[src/rtl/elevator_scheduler.sv]
`default_nettype none
// ============================================================================
//  Module      : elevator_scheduler
//  Description : Latches floor-call buttons, runs the car-motion state
//                machine and produces the sim_state / destination values
//                rendered by the VGA controller. Motion and door timing
//                advance on the divided tick enable.
//  Revision    : 1.0 - initial release
// ============================================================================
module elevator_scheduler #(
   parameter int FLOORS     = 8,
   parameter int MOVE_TICKS = 4,
   parameter int DOOR_TICKS = 6
) (
   input  logic              clk,
   input  logic              rst,
   input  logic              tick,
   input  logic [FLOORS-1:0] call_btn,
   output logic [FLOORS-1:0] destination,
   output logic [1:0]        sim_state,
   output logic [2:0]        current_floor,
   output logic              door_open
);

   // Counter sized for the longer of the two timed intervals.
   localparam int c_MAX_TICKS = (MOVE_TICKS > DOOR_TICKS) ? MOVE_TICKS : DOOR_TICKS;
   localparam int c_CNT_W     = $clog2(c_MAX_TICKS + 1);

   localparam logic [c_CNT_W-1:0] c_MOVE_LAST = c_CNT_W'(MOVE_TICKS - 1);
   localparam logic [c_CNT_W-1:0] c_DOOR_LAST = c_CNT_W'(DOOR_TICKS - 1);
   localparam logic [2:0]         c_TOP_FLOOR = 3'(FLOORS - 1);

   // Encoding matches the sim_state values the display path decodes.
   typedef enum logic [1:0] {
      ST_IDLE = 2'b00,
      ST_UP   = 2'b01,
      ST_DOWN = 2'b10,
      ST_DOOR = 2'b11
   } state_t;

   state_t               r_state;
   logic [FLOORS-1:0]    r_pend;
   logic [2:0]           r_floor;
   logic [c_CNT_W-1:0]   r_cnt;
   logic                 r_dir_up;

   state_t               w_state_nxt;
   logic [2:0]           w_floor_nxt;
   logic [c_CNT_W-1:0]   w_cnt_nxt;
   logic                 w_dir_nxt;
   logic [FLOORS-1:0]    w_clear;
   logic [2:0]           w_step;
   logic                 w_here;
   logic                 w_above;
   logic                 w_below;

   // Any request strictly above the given floor.
   function automatic logic f_above(input logic [FLOORS-1:0] mask,
                                    input logic [2:0]        floor);
      logic r;
      r = 1'b0;
      for (int i = 0; i < FLOORS; i++) begin
         if (i > int'(floor)) r = r | mask[i];
      end
      return r;
   endfunction

   // Any request strictly below the given floor.
   function automatic logic f_below(input logic [FLOORS-1:0] mask,
                                    input logic [2:0]        floor);
      logic r;
      r = 1'b0;
      for (int i = 0; i < FLOORS; i++) begin
         if (i < int'(floor)) r = r | mask[i];
      end
      return r;
   endfunction

   // Request bit at the given floor; loop form keeps the index in range
   // for any legal FLOORS.
   function automatic logic f_at(input logic [FLOORS-1:0] mask,
                                 input logic [2:0]        floor);
      logic r;
      r = 1'b0;
      for (int i = 0; i < FLOORS; i++) begin
         if (i == int'(floor)) r = mask[i];
      end
      return r;
   endfunction

   // One-hot mask selecting the given floor.
   function automatic logic [FLOORS-1:0] f_onehot(input logic [2:0] floor);
      logic [FLOORS-1:0] r;
      r = '0;
      for (int i = 0; i < FLOORS; i++) begin
         r[i] = (i == int'(floor));
      end
      return r;
   endfunction

   // Request summary relative to the floor the car currently occupies.
   always_comb begin
      w_here  = f_at(r_pend, r_floor);
      w_above = f_above(r_pend, r_floor);
      w_below = f_below(r_pend, r_floor);
   end

   // Next-state, motion and request-clear decode.
   always_comb begin
      w_state_nxt = r_state;
      w_floor_nxt = r_floor;
      w_cnt_nxt   = r_cnt;
      w_dir_nxt   = r_dir_up;
      w_clear     = '0;
      w_step      = r_floor;

      case (r_state)
         ST_IDLE: begin
            w_cnt_nxt = '0;
            if (w_here) begin
               w_state_nxt = ST_DOOR;
               w_clear     = f_onehot(r_floor);
            end else if (w_above && w_below) begin
               // Requests on both sides: keep going the way we last went.
               w_state_nxt = r_dir_up ? ST_UP : ST_DOWN;
            end else if (w_above) begin
               w_state_nxt = ST_UP;
               w_dir_nxt   = 1'b1;
            end else if (w_below) begin
               w_state_nxt = ST_DOWN;
               w_dir_nxt   = 1'b0;
            end
         end

         ST_UP, ST_DOWN: begin
            if (tick) begin
               if (r_cnt == c_MOVE_LAST) begin
                  w_cnt_nxt = '0;
                  // Saturating step; a move only starts with a request
                  // ahead, so the limits act purely as a guard.
                  if (r_state == ST_UP) begin
                     if (r_floor != c_TOP_FLOOR) w_step = r_floor + 3'd1;
                  end else begin
                     if (r_floor != 3'd0) w_step = r_floor - 3'd1;
                  end
                  w_floor_nxt = w_step;
                  // Arrival decision uses only requests latched before
                  // this edge.
                  if (f_at(r_pend, w_step)) begin
                     w_state_nxt = ST_DOOR;
                     w_clear     = f_onehot(w_step);
                  end else if ((r_state == ST_UP)   && f_above(r_pend, w_step)) begin
                     w_state_nxt = ST_UP;
                  end else if ((r_state == ST_DOWN) && f_below(r_pend, w_step)) begin
                     w_state_nxt = ST_DOWN;
                  end else begin
                     w_state_nxt = ST_IDLE;
                  end
               end else begin
                  w_cnt_nxt = r_cnt + 1'b1;
               end
            end
         end

         ST_DOOR: begin
            if (w_here) begin
               // A fresh call at this floor holds the door: restart the
               // dwell and consume the request again.
               w_cnt_nxt = '0;
               w_clear   = f_onehot(r_floor);
            end else if (tick) begin
               if (r_cnt == c_DOOR_LAST) begin
                  w_state_nxt = ST_IDLE;
                  w_cnt_nxt   = '0;
               end else begin
                  w_cnt_nxt = r_cnt + 1'b1;
               end
            end
         end
      endcase
   end

   // State, position, timing and pending-request registers.
   always_ff @(posedge clk or negedge rst) begin
      if (!rst) begin
         r_state  <= ST_IDLE;
         r_pend   <= '0;
         r_floor  <= 3'd0;
         r_cnt    <= '0;
         r_dir_up <= 1'b1;
      end else begin
         r_state  <= w_state_nxt;
         r_pend   <= (r_pend | call_btn) & ~w_clear;
         r_floor  <= w_floor_nxt;
         r_cnt    <= w_cnt_nxt;
         r_dir_up <= w_dir_nxt;
      end
   end

   assign destination   = r_pend;
   assign sim_state     = r_state;
   assign current_floor = r_floor;
   assign door_open     = (r_state == ST_DOOR);

endmodule
`default_nettype wire

[config.mk]
export PLATFORM = sky130hd
export DESIGN_NAME = elevator_scheduler
export DESIGN_NICKNAME = d
export VERILOG_FILES = /design/src/rtl/elevator_scheduler.sv
export SDC_FILE = /design/constraint.sdc
export NUM_CORES = 1
export LEC_CHECK = 0
export CAP_MARGIN = 20
export CORE_MARGIN = 8
export CORE_UTILIZATION = 55
export DETAILED_ROUTE_END_ITERATION = 16
export PLACE_DENSITY = 0.8
export REMOVE_ABC_BUFFERS = 1
export SLEW_MARGIN = 30
export SYNTH_ARGS = -nofsm -noshare
export SYNTH_HDL_FRONTEND = slang
export SYNTH_SLANG_ARGS = --single-unit
[constraint.sdc]
create_clock -name clk -period 3.48 [get_ports clk]
set_input_delay 0.696 -clock clk [delete_from_list [all_inputs] [get_ports clk]]
set_output_delay 0.696 -clock clk [all_outputs]
set_load 0.02 [all_outputs]
==> impl_metrics.env <==
export IMPL_grt_overflow_total=0
export IMPL_clock_skew_ps=3.105
export IMPL_cts_root_buf="clkbuf_4"
export IMPL_h_tree_depth=1
export IMPL_ys_warnings_count=0
export IMPL_vias=1807
export IMPL_slowest_delay_ps=500
export IMPL_yosysTopAreaCell="dfrtp_1"
export IMPL_r2r_end="destination[0]"
export IMPL_cts_tree="built"
export IMPL_drt_wirelength_per_cell_um=17.97
export IMPL_final_core_util_pct=67.21
export IMPL_clockBufferDepth=2
export IMPL_post_cts_resized=0
export IMPL_r2r_cells=9
export IMPL_hold_viol=0
export IMPL_synth_area_top_cells="dfrtp_1, ha_1, a21oi_1"
export IMPL_critPathLaunchType="register"
export IMPL_ios=25
export IMPL_die_w_um=72.70
export IMPL_area_growth_pct=16.07
export IMPL_clock_sinks=17
export IMPL_worstReg2RegStart="current_floor[0]"
export IMPL_numCtsBuffers=3
export IMPL_drcViolationCount=0
export IMPL_grt_pass1_wl_um=8562
export IMPL_nFillCells=267
export IMPL_grt_pass1_vias=1756
export IMPL_final_nets=264
export IMPL_async_flop_share_pct=100.0
export IMPL_viasPerCell=6.431
export IMPL_start_util_pct=57.91
export IMPL_clk_latency_ps=300
export IMPL_portBuffers=24
export IMPL_p_per_area_nw_per_um2=946.1
export IMPL_vdd_drop_max_v=0.0006075
export IMPL_end_kind="register"
export IMPL_cp_arrival_ps=3370
export IMPL_finalPower_uw=1941
export IMPL_synthFlopType="dfrtp_1"
export IMPL_fmax_mhz=309.9
export IMPL_setup_viol=0
export IMPL_slew_violations=0
export IMPL_coreArea_um2=3053
export IMPL_crit_family="simple AND/OR/NAND/NOR gates"
export IMPL_wl_um=5050
export IMPL_layout_drive_gt1_share_pct=8.861
export IMPL_yosysTopAreaCellShare_pct=22.65
export IMPL_path_max_fanout=10
export IMPL_ctsHoldBuffers=0
export IMPL_worstPathCellList="inv_1, ha_1, or3b_4, nand3_2, nand2_4, mux2i_1, mux4_2, nor3_1, a221oi_1"
export IMPL_syn_avg_cell_area_um2=8.110
export IMPL_syn_inst=218
export IMPL_drtPass1Iterations=6
export IMPL_final_common_cell="clkdlybuf4s50_1"
export IMPL_crit_type="reg -> reg"
export IMPL_fp_dieArea_um2=5285
export IMPL_grt_max_degree=18
export IMPL_drt_iter0_markers=148
export IMPL_synthDistinctLibCells=58
export IMPL_dp_hpwl_um=3675
export IMPL_ant_nets=0
export IMPL_crit_slowest_cell="mux4_2"
export IMPL_outcome="completed"
export IMPL_clkTransAtPathRegs_ps=110
export IMPL_worst_slew_pin_slew_ps=824.5
export IMPL_hp_class="in -> async"
export IMPL_relSlewSlack_pct=45.04
export IMPL_postPlaceCellArea_um2=2031
export IMPL_antenna_found_initial=0
export IMPL_synth_edff_count=0
export IMPL_design_area_um2=2052
export IMPL_grt_use_total_pct=20.10
export IMPL_yosys_register_bits=17
export IMPL_r2r_setup_slack_ps=250
export IMPL_fp_row_count=20
export IMPL_p_leak_uw=0.0008010
export IMPL_setup_tns_ps=0
export IMPL_hold_slack_ps=307.7
export IMPL_cap_violations=0
export IMPL_period_minus_slack_ps=3227
export IMPL_syn_area_um2=1768
export IMPL_grt_setup_unrepaired="no"
export IMPL_ys_seq_area_share_pct=24.13
export IMPL_antenna_cells=0
export IMPL_gp_congestion=0.8963
export IMPL_fp_dieH_um=72.70
export IMPL_mostFrequentLayoutCells="clkdlybuf4s50_1, nand2_1"
export IMPL_required_ps=3620
export IMPL_post_cts_buffers=0
export IMPL_crit_buf_inv=1
export IMPL_fin_crit_sh_pct=92.73
stage by stage:
stage | instances | worst slack [ps]
finish | 281 | 253.0
global placement | 277 | 456.5
global route | 281 | 43.53
CTS | 281 | 306.7
floorplan | 205 | 483.3
detailed placement | 277 | 334.3
logic make-up after synthesis:
kind of cell	synth area share, %
and+or+nand+nor	22.93
DFF	24.13
adders and majority gates	10.62
muxes	7.360
AOI/OAI and AO/OA	28.24
buffers and inverters	6.724
worst max-delay path by stage:
stage                                 from             end  cells after the start
after floorplan           current_floor[0]    sim_state[0]                      9
after global placement    current_floor[0]  destination[3]                      9
after detailed placement  current_floor[0]  destination[4]                      9
after CTS                 current_floor[0]  destination[4]                      9
after global routing      current_floor[0]  destination[6]                      9
final                     current_floor[0]  destination[0]                      9
synth_stat cells, types with 2 or more instances:
| library cell | instances |
|---|---|
| mux2_2 | 2 |
| mux2_1 | 2 |
| nand2_1 | 19 |
| a311o_1 | 2 |
| a21boi_0 | 2 |
| a21oi_1 | 16 |
| nor2_1 | 16 |
| mux2i_1 | 4 |
| o21ai_0 | 16 |
| nor4_1 | 2 |
| o31ai_1 | 2 |
| nand3_1 | 7 |
| nor3b_1 | 4 |
| nor2b_1 | 4 |
| mux4_2 | 2 |
| nand2b_1 | 2 |
| or2_2 | 2 |
| and3_1 | 3 |
| a221oi_1 | 8 |
| nand3b_1 | 4 |
| clkbuf_1 | 7 |
| inv_1 | 15 |
| ha_1 | 15 |
| buf_2 | 2 |
| buf_1 | 2 |
| o31a_1 | 2 |
| dfrtp_1 | 16 |
| nor3_1 | 3 |
| a31oi_1 | 5 |
| o211ai_1 | 4 |
per-layer routing:
layer | wire length [µm] | track usage [%] | vias to the layer above
li1 | - | - | 850
met2 | 2358 | 33.40 | 89
met5 | 0 | 0 | -
met4 | 146 | 5.333 | 0
met3 | 431 | 4.121 | 20
met1 | 2112 | 25.50 | 848
cell type report:
cell class / instances / area [µm²] / area share [%]
repair buffers: 28 / 265.3 / 12.93
well taps: 44 / 55.05 / 2.683
inverters: 15 / 56.30 / 2.744
multi-input cells: 173 / 1222 / 59.57
flip-flops and latches: 17 / 426.7 / 20.79
clock buffers: 4 / 26.28 / 1.280
sequential cells by signal, summed over array words and instances (netlist names):
name,flops
destination,8
current_floor,3
r_cnt,3
sim_state,2
r_dir_up,1
where the power goes:
part           internal (µW)  switching, µW  leakage [µW]
Combinational            582            855      0.000601
Sequential               258            131      0.000184
Clock                   44.6           70.5     0.0000150
Total                    885           1060      0.000801
worst register-to-register path: cells and delay by family (launching register included):
| family | cells | cell delay (ps) |
|---|---|---|
| fa+ha+maj | 1 | 430 |
| mux | 2 | 640 |
| compound gates | 1 | 190 |
| flops | 1 | 440 |
| simple gates | 4 | 1140 |
| buf+inv | 1 | 240 |
Power figures use the tool's default switching activity.
